[src/rtl/axis_img_border_gen_pkg.sv]
// Shared state encodings and marker-bit defaults for the border generator and the stages around it.
package axis_img_border_gen_pkg;

  typedef enum logic [2:0] {
    ST_RST,
    ST_TOP,
    ST_LEFT,
    ST_PIX,
    ST_RIGHT,
    ST_BOTTOM
  } state_t;

  localparam logic [15:0] DEFAULT_BYPASS_MASK = 16'h8000;
  localparam int          CNT_W               = 13;

  function automatic logic [15:0] border_word(input logic [15:0] value, input logic [15:0] mask);
    return value & ~mask;
  endfunction

endpackage

[src/rtl/axis_img_border_gen.sv]
// Wraps each AXI-Stream frame in a constant border; one output register stage, one clock of latency.
// Border beats flow without input; s_axis is back-pressured outside ST_PIX and whenever the output register cannot load.
module axis_img_border_gen
  import axis_img_border_gen_pkg::*;
#(
  parameter int          IMG_WIDTH       = 640,
  parameter int          IMG_HEIGHT      = 480,
  parameter int          BORDER          = 1,
  parameter logic [15:0] BYPASS_BIT_MASK = DEFAULT_BYPASS_MASK,
  parameter logic [15:0] BORDER_VALUE    = 16'h0000
) (
  input  logic        axis_aclk,
  input  logic        axis_areset,
  input  logic [15:0] s_axis_tdata,
  input  logic        s_axis_tvalid,
  output logic        s_axis_tready,
  input  logic        s_axis_tlast,
  output logic [15:0] m_axis_tdata,
  output logic        m_axis_tvalid,
  input  logic        m_axis_tready,
  output logic        m_axis_tlast,
  output logic        err_line_len
);

  localparam int OUT_W = IMG_WIDTH + 2 * BORDER;
  localparam int OUT_H = IMG_HEIGHT + 2 * BORDER;

  localparam logic [CNT_W-1:0] COL_LAST     = CNT_W'(OUT_W - 1);
  localparam logic [CNT_W-1:0] COL_LEFT_END = CNT_W'(BORDER - 1);
  localparam logic [CNT_W-1:0] COL_PIX_END  = CNT_W'(BORDER + IMG_WIDTH - 1);
  localparam logic [CNT_W-1:0] ROW_TOP_END  = CNT_W'(BORDER - 1);
  localparam logic [CNT_W-1:0] ROW_PIX_END  = CNT_W'(BORDER + IMG_HEIGHT - 1);
  localparam logic [CNT_W-1:0] ROW_LAST     = CNT_W'(OUT_H - 1);
  localparam logic [15:0]      BORDER_WORD  = border_word(BORDER_VALUE, BYPASS_BIT_MASK);

  state_t           r_state;
  logic [CNT_W-1:0] r_col;
  logic [CNT_W-1:0] r_row;
  logic             r_m_vld;
  logic             r_m_last;
  logic [15:0]      r_m_dat;
  logic             r_err;

  logic w_load;
  logic w_is_border;
  logic w_fire;
  logic w_col_last;

  assign w_load      = !r_m_vld || m_axis_tready;
  assign w_is_border = (r_state == ST_TOP) || (r_state == ST_LEFT) ||
                       (r_state == ST_RIGHT) || (r_state == ST_BOTTOM);
  assign w_fire      = w_load && (w_is_border || ((r_state == ST_PIX) && s_axis_tvalid));
  assign w_col_last  = (r_col == COL_LAST);

  assign s_axis_tready = !axis_areset && (r_state == ST_PIX) && w_load;
  assign m_axis_tdata  = r_m_dat;
  assign m_axis_tvalid = r_m_vld;
  assign m_axis_tlast  = r_m_last;
  assign err_line_len  = r_err;

  always_ff @(posedge axis_aclk) begin
    if (axis_areset) begin
      r_state  <= ST_RST;
      r_col    <= '0;
      r_row    <= '0;
      r_m_vld  <= 1'b0;
      r_m_last <= 1'b0;
      r_m_dat  <= '0;
      r_err    <= 1'b0;
    end else begin
      // Column and row follow the fixed output geometry; input tlast only raises the flag.
      r_err <= s_axis_tready && s_axis_tvalid && (s_axis_tlast != (r_col == COL_PIX_END));

      if (m_axis_tready) begin
        r_m_vld <= 1'b0;
      end
      if (w_fire) begin
        r_m_vld  <= 1'b1;
        r_m_last <= w_col_last;
        r_m_dat  <= (r_state == ST_PIX) ? (s_axis_tdata | BYPASS_BIT_MASK) : BORDER_WORD;
        r_col    <= w_col_last ? '0 : r_col + 1'b1;
      end

      case (r_state)
        ST_RST: r_state <= ST_TOP;
        ST_TOP: begin
          if (w_fire && w_col_last) begin
            r_row <= r_row + 1'b1;
            if (r_row == ROW_TOP_END) r_state <= ST_LEFT;
          end
        end
        ST_LEFT: begin
          if (w_fire && (r_col == COL_LEFT_END)) r_state <= ST_PIX;
        end
        ST_PIX: begin
          if (w_fire && (r_col == COL_PIX_END)) r_state <= ST_RIGHT;
        end
        ST_RIGHT: begin
          if (w_fire && w_col_last) begin
            r_row   <= r_row + 1'b1;
            r_state <= (r_row == ROW_PIX_END) ? ST_BOTTOM : ST_LEFT;
          end
        end
        ST_BOTTOM: begin
          if (w_fire && w_col_last) begin
            if (r_row == ROW_LAST) begin
              r_row   <= '0;
              r_state <= ST_TOP;
            end else begin
              r_row <= r_row + 1'b1;
            end
          end
        end
        default: r_state <= ST_RST;
      endcase
    end
  end

endmodule

[config.mk]
export PLATFORM = sky130hd
export DESIGN_NAME = axis_img_border_gen
export DESIGN_NICKNAME = d
export VERILOG_FILES = /design/src/rtl/axis_img_border_gen_pkg.sv /design/src/rtl/axis_img_border_gen.sv
export SDC_FILE = /design/constraint.sdc
export NUM_CORES = 1
export LEC_CHECK = 0
export CELL_PAD_IN_SITES_DETAIL_PLACEMENT = 0
export CELL_PAD_IN_SITES_GLOBAL_PLACEMENT = 1
export CORE_MARGIN = 2
export CORE_UTILIZATION = 38
export DETAILED_ROUTE_END_ITERATION = 8
export PLACE_DENSITY = 0.83
export SYNTH_ARGS = -nofsm -noshare
export SYNTH_HDL_FRONTEND = slang
export SYNTH_SLANG_ARGS = --single-unit
[constraint.sdc]
create_clock -name axis_aclk -period 2.6 [get_ports axis_aclk]
set_input_delay 0.78 -clock axis_aclk [delete_from_list [all_inputs] [get_ports axis_aclk]]
set_output_delay 0.78 -clock axis_aclk [all_outputs]
set_load 0.02 [all_outputs]
# [After elaboration in Yosys (flattened, before gate mapping)]
# Index checks and enable logic that the tools add are counted.
[totals] inputBits=21 wordCells=68 regBits=48 out_inout_bits=20
[op_classes] n_mux=17 n_addsub=2 reduce_logical=24 eq_ne=18
[op_table] cell="13-bit 2-to-1 mux" count=4
[op_table] cell="13-bit by 1-bit adder with 13-bit output, second input constant" count=2
[op_table] cell="13-bit by 10-bit equality test with 1-bit output, second input constant" count=2
[op_table] cell="13-bit by 9-bit equality test with 1-bit output, second input constant" count=2
[op_table] cell="13-bit logical NOT" count=2
[op_table] cell="13-bit case mux with 2 select lines" count=1
[op_table] cell="3-bit 2-to-1 mux" count=8
[op_table] cell="3-bit case mux with 6 select lines" count=1
[op_table] cell="16-bit 2-to-1 mux" count=1
[op_table] cell="2-bit by 1-bit != test with 1-bit output, second input constant" count=8
[op_table] cell="1-bit logical AND" count=9
[op_table] cell="7-bit AND reduction" count=1
[op_table] cell="3-bit by 2-bit equality test with 1-bit output, second input constant" count=2
[op_table] cell="3-bit equality test, second input constant" count=2
[op_table] cell="1-bit logical OR" count=5
[op_table] cell="2-bit nonzero test" count=2
[op_table] cell="3-bit by 1-bit equality test with 1-bit output, second input constant" count=1
[op_table] cell="3-bit logical NOT" count=1
[op_table] cell="3-bit AND reduction" count=1
[op_table] cell="1-bit logical NOT" count=2
[op_table] cell="1-bit 2-to-1 mux" count=2
[op_table] cell="2-bit OR reduction" count=1
[op_table] cell="1-bit != test" count=1

# [Logic depth before layout (Yosys ltp)]
# Gate-level depths: netlist of the first run.
[logic_depth] ltp_word=9 ltp_mapped=8 ltp_nobuf=8

# [Worst setup path before layout of the first run]
# OpenSTA, ideal clock, no wires.
[synth_path] path_kind="register -> register" startpoint="register r_row[0]" endpoint="register r_state[1]" period_less_slack_ns=2.318 setup_time_ns=0.123 stages_incl_launch_ff=9 setup_slack_ns=0.282 arrival_time_ns=2.194 n_path_buf=0 required_time_ns=2.477 path_cell_list="dfxtp_1 -> inv_1 -> ha_1 -> or4b_2 -> or4_1 -> a32oi_1 -> and4_4 -> mux2i_1 -> a31oi_1"
[synth_between] elab_chain_len=4 word_cells_on_any_way=9 cone_classes="4 x eq/ne; 3 x mux; 2 x reduce/logical"
[synth_rtl] element="from (decl)" line_no="axis_img_border_gen.sv:38" text="logic [CNT_W-1:0] r_row;"
[synth_rtl] element="from (signal assigned)" line_no="axis_img_border_gen.sv:88" text="r_row <= r_row + 1'b1;"
[synth_rtl] element="from (signal assigned)" line_no="axis_img_border_gen.sv:100" text="r_row <= r_row + 1'b1;"
[synth_rtl] element="from (signal assigned)" line_no="axis_img_border_gen.sv:110" text="r_row <= r_row + 1'b1;"
[synth_rtl] element="13-bit by 9-bit equality test with 1-bit output" line_no="axis_img_border_gen.sv:101" text="r_state <= (r_row == ROW_PIX_END) ? ST_BOTTOM : ST_LEFT;"
[synth_rtl] element="3-bit 2-to-1 mux" line_no="axis_img_border_gen.sv:101"
[synth_rtl] element="3-bit 2-to-1 mux" line_no="axis_img_border_gen.sv:99" text="if (w_fire && w_col_last) begin"
[synth_rtl] element="3-bit case mux with 6 select lines" line_no="axis_img_border_gen.sv:84" text="case (r_state)"
[synth_rtl] element="to (signal assigned)" line_no="axis_img_border_gen.sv:101"
[synth_rtl] element="to (decl)" line_no="axis_img_border_gen.sv:36" text="state_t r_state;"
# Several ways; a longest one is shown, not always the timed one. The select of a mux whose other input is x is not followed.
# A chain may end at the register's enable or synchronous reset.

# [Final worst setup path of the first run]
[layout_path] startpoint="register r_row[1]" endpoint="register r_state[1]"
# The elaborated chain is that of the path after synthesis.

==> results of run 1 <==
## what timing repair did
| action | in CTS | in global routing |
|---|---|---|
| hold buffers | 0 | 0 |
| pin swaps | 1 | 0 |
| endpoints found under the setup margin | 1 | 2 |
| gates resized for setup | 10 | 1 |
| hold endpoints to repair | 0 | 0 |
## worst reg2reg max path, cell delays in order (launching register included)
cell     delay (ns)
dfxtp_1        0.34
inv_1          0.08
ha_1           0.16
or4b_2         0.58
or4_1          0.44
a32oi_2        0.20
and4_4         0.26
mux2i_1        0.18
a31oi_1        0.10
## layer usage
metal  global-route usage [%]  vias to the layer above
met5                        0                        -
met4                     4.58                        0
met3                     4.22                        4
met2                     26.6                       44
met1                     20.8                      881
li1                         -                     1031
## placed cells by master, fill, tap and decap left out, types with 3 or more instances in the layout
| cell type | n |
|---|---|
| nand3_1 | 19 |
| nand2b_1 | 3 |
| nand4_1 | 14 |
| dfxtp_1 | 48 |
| a21oi_1 | 21 |
| clkbuf_8 | 5 |
| ha_1 | 6 |
| nor4_1 | 4 |
| nand2_1 | 34 |
| buf_4 | 11 |
| xnor2_1 | 15 |
| xor2_1 | 10 |
| nor3_1 | 7 |
| and3_1 | 5 |
| nor2_1 | 32 |
| inv_1 | 8 |
| clkdlybuf4s50_1 | 37 |
## cells by family (layout without fill, tap and decap cells)
| family | after synthesis | count (layout) | synth area share, % |
|---|---|---|---|
| compound gates | 32 | 32 | 8.29 |
| xor+xnor | 25 | 25 | 9.67 |
| fa+ha+maj | 6 | 6 | 3.32 |
| buf+inv | 21 | 68 | 4.04 |
| flops | 48 | 48 | 42.5 |
| mux | 2 | 2 | 0.885 |
| simple gates | 138 | 138 | 31.3 |
## worst paths after layout
kind	to	cells past startpoint	slack (ns)	from
worst max-delay path	r_state[1]	8	0.15	r_row[1]
worst min-delay path	m_axis_tdata[1]	2	0.45	m_axis_tdata[1]
worst max register to register	r_state[1]	8	0.15	r_row[1]
worst min register to register	m_axis_tdata[1]	2	0.45	m_axis_tdata[1]
## power by group through the flow
stage	Clock [uW]	Combinational, uW	Sequential (uW)
6_report	532	753	818
4_1_cts	549	754	819
5_1_grt	586	835	828
3_5_place_dp	0	744	833
3_3_place_gp	0	749	831
2_1_floorplan	0	454	842
## sequential cells by signal, indices dropped and copies added (netlist names)
name / cells
r_row: 13
m_axis_tlast: 1
r_state: 3
m_axis_tdata: 16
m_axis_tvalid: 1
err_line_len: 1
r_col: 13
## cell type report
type	count	share of cell area, %
multi-input combinational	203	41.8
sequential	48	32.7
timing repair buffer	52	17.5
tap	75	3.19
clock buffer	5	2.34
clock inverter	3	1.45
inverter	8	1.02
## per-stage QoR
stage / total power (uW) / TNS, ns / instances
global placement: 1580 / -1.11 / 386
global route: 2250 / 0 / 394
detailed placement: 1580 / -1.23 / 386
floorplan: 1300 / 0 / 272
CTS: 2120 / 0 / 394
finish: 2100 / 0 / 394
==> key figures, run 1 <==
Run status
  • Outcome: complete, no violations

Timing
  • Fmax: 0.407 GHz
  • RSZ-0062 raised after global routing: no
  • Setup Skew: 0.00442 ns
  • Worst slew margin: 62.1%
  • Worst setup margin: 0.146 ns
  • Count of final hold-check violations: 0
  • Tcrit/Tclk final: 94.4%
  • Worst-margin pin slew: 0.564 ns
  • Fin. max-slew vios: 0
  • Post-layout min period: 2.45 ns
  • Final setup fails: 0
  • Worst Hold Slack: 0.453 ns

Routing
  • Met1 WL: 2.45 mm
  • Top Layer Used: met4
  • Met2 WL: 2.19 mm
  • Drt pass-1 iters: 4
  • Routed WL: 4.99 mm
  • DR vias/cell: 4.97
  • First DRT Iteration DRCs: 79
  • DR WL/cell: 12.7 um
  • Via count: 1,960
  • Routed length on met3: 307 um
  • DR DRC count: 0
  • Post-detailed-route count of antenna-violating nets: 0

Power and ir drop
  • Sw power: 709 uW
  • PwrDens: 716 nW/um2
  • Maximum vdd drop: 0.336 mV
  • Leak: 0.00102 uW
  • Clk network pwr share: 25.3%
  • Part of the power in registers: 38.9%
  • Internal: 1390 uW
  • Net Sw Frac: 33.7%
  • Combinational power share: 35.8%

Setup path
  • Req. time, crit path: 2.79 ns
  • Crit-path slowest cell: or4b_2
  • Critical-path maximum fanout: 4
  • Crit path largest cell delay: 0.58 ns
  • Worst Setup Start Kind: flip-flop
  • Worst path cell trace: inv_1 > ha_1 > or4b_2 > or4_1 > a32oi_2 > and4_4 > mux2i_1 > a31oi_1
  • Setup CP Type: flip-flop to flip-flop
  • Crit. End Element: flip-flop
  • Crit path DAT: 2.64 ns
  • Cell family with most CP delay: simple AND/OR/NAND/NOR gates
  • Worst path buffer plus inverter count: 1

Flow run
  • Max-cap violation count: 0

Floorplanning
  • Core Area: 5850 um2
  • Boundary pin count: 41
  • Die H: 81.2 um
  • Initial Util: 38.7%
  • Die ar.: 6590 um2
  • Cell row count: 28
  • Die W: 81.2 um

Placed design
  • Post-DP Area: 2810 um2
  • Hpwl dp: 3.59 mm
  • Dpl ws: -0.614 ns
  • Placer Congestion: 0.778
  • # port buffers: 39

Clock tree
  • H-tree Lvls: 2
  • Clock Sinks: 48
  • CTS tree: built
  • Worst-case clock buffer depth: 2
  • TritonCTS Buffers: 5
  • Postcts setup bufs: 0
  • Worst-path clk slew: 0.09 ns
  • Clk root buf: clkbuf_8
  • Worst skew pair latency: 0.30 ns

Yosys
  • Post-synthesis cell area: 2260 um2
  • Area leader, netlist: dfxtp_1
  • Largest cells by area after synthesis: dfxtp_1, xnor2_1, nand2_1
  • Synth cell types: 45
  • Cells after Synth: 272
  • Ys async rst share: 0%
  • Yosys warns: 0
  • Sequential area share after synthesis: 42.5%
  • Mapped Avg Cell Area: 8.32 um2
  • EDFF count, synth: 0
  • Ys flop type: dfxtp_1
  • Top cells by count, synth: dfxtp_1, nand2_1, nor2_1
  • Syn Nets: 299
  • Area share of the largest cell type after synthesis: 42.5%
  • #FFs+latches synth: 48
  • Count leader, synth: dfxtp_1

Layout
  • Fillers: 586
  • Area Growth Syn to Fin: 29.9%
  • Design area: 2940 um2
  • Share of cells above drive strength 1: 10.7%
  • Layout Nets: 345
  • # diodes: 0
  • Core Util, Final: 50.2%
  • Area of the multi-input gates: 1230 um2
  • Storage cell area: 961 um2

Min path
  • Min-Delay Path Class: flip-flop to flip-flop

GRT
  • Grt total ovfl: 0
  • Number of global-route vias before repair: 1,800
  • Antenna violations before repair: 0
  • Total GRT Usage: 16.2%
  • Largest net degree at the start of global routing: 24
  • First-pass GRT wire length: 8.32 mm
(Power assumes the default switching activity.)
==> inputs of run 2 (changes only) <==
==> config.mk (replaced) <==
export PLATFORM = sky130hd
export DESIGN_NAME = axis_img_border_gen
export DESIGN_NICKNAME = d
export VERILOG_FILES = /design/src/rtl/axis_img_border_gen_pkg.sv /design/src/rtl/axis_img_border_gen.sv
export SDC_FILE = /design/constraint.sdc
export NUM_CORES = 1
export LEC_CHECK = 0
export CORE_MARGIN = 2
export CORE_UTILIZATION = 52
export DETAILED_ROUTE_END_ITERATION = 8
export PLACE_DENSITY = 0.84
export SYNTH_ARGS = -nofsm -noshare
export SYNTH_HDL_FRONTEND = slang
export SYNTH_SLANG_ARGS = --single-unit
export TNS_END_PERCENT = 1
==> run 2 against run 1 <==
  * Clock power down 22%
  * Design area down 3.0%
  * Clock-buffer cell count up 1
  * Critical endpoint unchanged
  * Largest cell class unchanged
  * Largest power group unchanged
  * Highest routed layer unchanged
==> key figures, run 2 (synthesized netlist as in run 1, its figures left out) <==
Flow run
  • Max-cap violation count: 0 (unchanged)

Timing
  • Worst slew margin: 62.5% (+0.42 points)
  • Fmax: 0.401 GHz (-1.5%)
  • Worst-margin pin slew: 0.558 ns (-0.00618 ns)
  • Tcrit/Tclk final: 95.8% (+1.4 points)
  • Setup Skew: 0.00462 ns (+0.000199 ns)
  • Fin. max-slew vios: 0 (unchanged)
  • Final setup fails: 0 (unchanged)
  • Post-layout min period: 2.49 ns (+0.0365 ns)
  • Count of final hold-check violations: 0 (unchanged)
  • TNS Setup: 0 ns (unchanged)

Setup path
  • Reg2reg path depth: 8 (unchanged)
  • Req. time, crit path: 2.79 ns (about the same)
  • Crit-path slowest cell: or4b_2
  • Reg2reg setup slack: 0.11 ns (-0.04 ns)
  • Cell family with most CP delay: simple AND/OR/NAND/NOR gates
  • Critical path depth: 8 (unchanged)
  • Crit path DAT: 2.68 ns (+0.04 ns)
  • Crit. End Element: flip-flop
  • Worst Setup Start Kind: flip-flop
  • Crit path largest cell delay: 0.58 ns (about the same)
  • Critical path launch point: r_row[1]
  • Setup CP Type: flip-flop to flip-flop
  • Crit path to: r_state[1]
  • FF-to-FF End: r_state[1]
  • Worst path buffer plus inverter count: 1 (unchanged)
  • Reg-to-Reg Start: r_row[1]
  • Critical-path maximum fanout: 4 (unchanged)
  • Worst path cell trace: inv_1 > ha_2 > or4b_2 > or4_4 > a32oi_2 > and4_4 > mux2i_1 > a31oi_1

GRT
  • Total GRT Usage: 20.3% (+4.2 points)
  • Grt total ovfl: 0 (unchanged)
  • First-pass GRT wire length: 8.22 mm (-1.2%)
  • Number of global-route vias before repair: 1,923 (+6.8%)
  • Antenna violations before repair: 0 (unchanged)
  • Largest net degree at the start of global routing: 24 (unchanged)

Min path
  • Min-Delay Path Class: flip-flop to flip-flop

Clock tree
  • Worst skew pair latency: 0.30 ns (about the same)
  • Cts hold-fix bufs: 0 (unchanged)
  • TritonCTS Buffers: 5 (unchanged)
  • Worst-path clk slew: 0.08 ns (about the same)
  • Worst-case clock buffer depth: 2 (unchanged)
  • CTS tree: built
  • Clk root buf: clkbuf_8
  • Clock Sinks: 48 (unchanged)
  • H-tree Lvls: 2 (unchanged)

Run status
  • Outcome: complete, no violations

Floorplanning
  • Die ar.: 4900 um2 (-26%)
  • Core Area: 4090 um2 (-30%)
  • Initial Util: 55.4% (+17 points)
  • Boundary pin count: 41 (unchanged)
  • Die W: 70.0 um (-14%)
  • Die H: 70.0 um (-14%)
  • Cell row count: 23 (-18%)

Placed design
  • Hpwl dp: 3.50 mm (-2.5%)
  • Post-DP Area: 2740 um2 (-2.5%)
  • # port buffers: 39 (unchanged)
  • Placer Congestion: 0.920 (+18%)

Routing
  • DR WL/cell: 13.3 um (+5.2%)
  • Drt pass-1 iters: 4 (unchanged)
  • DR DRC count: 0 (unchanged)
  • Via count: 2,016 (+2.9%)
  • Routed WL: 4.89 mm (-2.0%)
  • DR vias/cell: 5.49 (+10%)
  • Post-detailed-route count of antenna-violating nets: 0 (unchanged)
  • First DRT Iteration DRCs: 125 (+58%)

Power and ir drop
  • Leak: 0.000991 uW (-3.0%)
  • PwrDens: 682 nW/um2 (-4.7%)
  • Maximum vdd drop: 0.373 mV (+11%)

Layout
  • # diodes: 0 (unchanged)
  • Most common cell after layout, fill and taps aside: dfxtp_1
  • Area Growth Syn to Fin: 25.9%
  • Storage cell area: 963 um2 (+0.26%)
  • Fillers: 341 (-42%)
  • Layout Nets: 344 (-0.29%)
  • Max reg flops: 16 (unchanged)
  • Design area: 2850 um2 (-3.0%)
  • Most frequent cells in the layout: dfxtp_1, clkdlybuf4s50_1, nand2_1, nor2_1, a21oi_1
  • Share of cells above drive strength 1: 11.0% (+0.38 points)
  • Area of the multi-input gates: 1240 um2 (+0.51%)
-- run 2: cell count changes in the layout (fill, tap and decap cells not counted), sizes merged --
| cell | delta |
|---|---|
| buf | -1 |
| bufinv | -1 |
| clkbuf | +1 |
| clkinvlp | -1 |
-- run 2: layer usage --
metal	up-vias	wire [um]	GRT usage, %
li1	1023	-	-
met3	9	260	4.91
met4	0	91	7.26
met1	932	2200	24.4
met5	-	0	0
met2	52	2330	35.1
-- run 2: report_power, final --
part | switching, uW | internal [uW] | leakage [uW] | total (uW)
combinational | 428 | 286 | 0.000561 | 714
sequential | 35.9 | 780 | 0.000389 | 815
clock | 231 | 183 | 0.0000410 | 414
total | 695 | 1250 | 0.000991 | 1940
-- run 2: per-stage QoR --
stage / setup WS (ns) / util, % / std cells / hold slack [ns] / total power [uW]
final: 0.109 / 69.7 / 367 / 0.451 / 1940
after global routing: -0.00500 / 69.7 / 367 / 0.472 / 2040
after CTS: 0.0606 / 69.2 / 366 / 0.454 / 1950
after detailed placement: -0.581 / 67.0 / 359 / 0.443 / 1530
after global placement: -0.579 / 67.0 / 359 / 0.438 / 1500
after floorplan: 0.282 / - / 272 / 0.466 / 1300
-- run 2: layout make-up --
type / instances / area share [%]
Sequential cell: 48 / 33.8
Tap cell: 50 / 2.19
Clock buffer: 6 / 2.55
Clock inverter: 1 / 0.176
Inverter: 8 / 1.05
Timing Repair Buffer: 51 / 16.9
Multi-Input combinational cell: 203 / 43.4
-- run 2: worst reg2reg max path, delay by kind of cell, from the launching register on --
kind | cells | cell delay (ns)
AND/OR/NAND/NOR | 3 | 1.29
adder cells (fa/ha/maj) | 1 | 0.19
flip-flops | 1 | 0.34
buffers and inverters | 1 | 0.08
AO/OA/AOI/OAI | 2 | 0.29
multiplexers | 1 | 0.21
-- run 2: how the worst min path moves through the flow --
stage | start | endpoint | cells after the start
6_report | m_axis_tdata[3] | m_axis_tdata[3] | 2
5_1_grt | m_axis_tdata[15] | m_axis_tdata[15] | 2
4_1_cts | m_axis_tdata[1] | m_axis_tdata[1] | 2
3_5_place_dp | m_axis_tdata[1] | m_axis_tdata[1] | 2
3_3_place_gp | m_axis_tdata[8] | m_axis_tdata[8] | 2
2_1_floorplan | r_col[1] | r_col[1] | 2
-- run 2: what timing repair did --
item | CTS | global route
endpoints found under the setup margin | 1 | 1
pin swaps | 1 | 2
buffers inserted | 0 | 1
resized for setup | 10 | 5
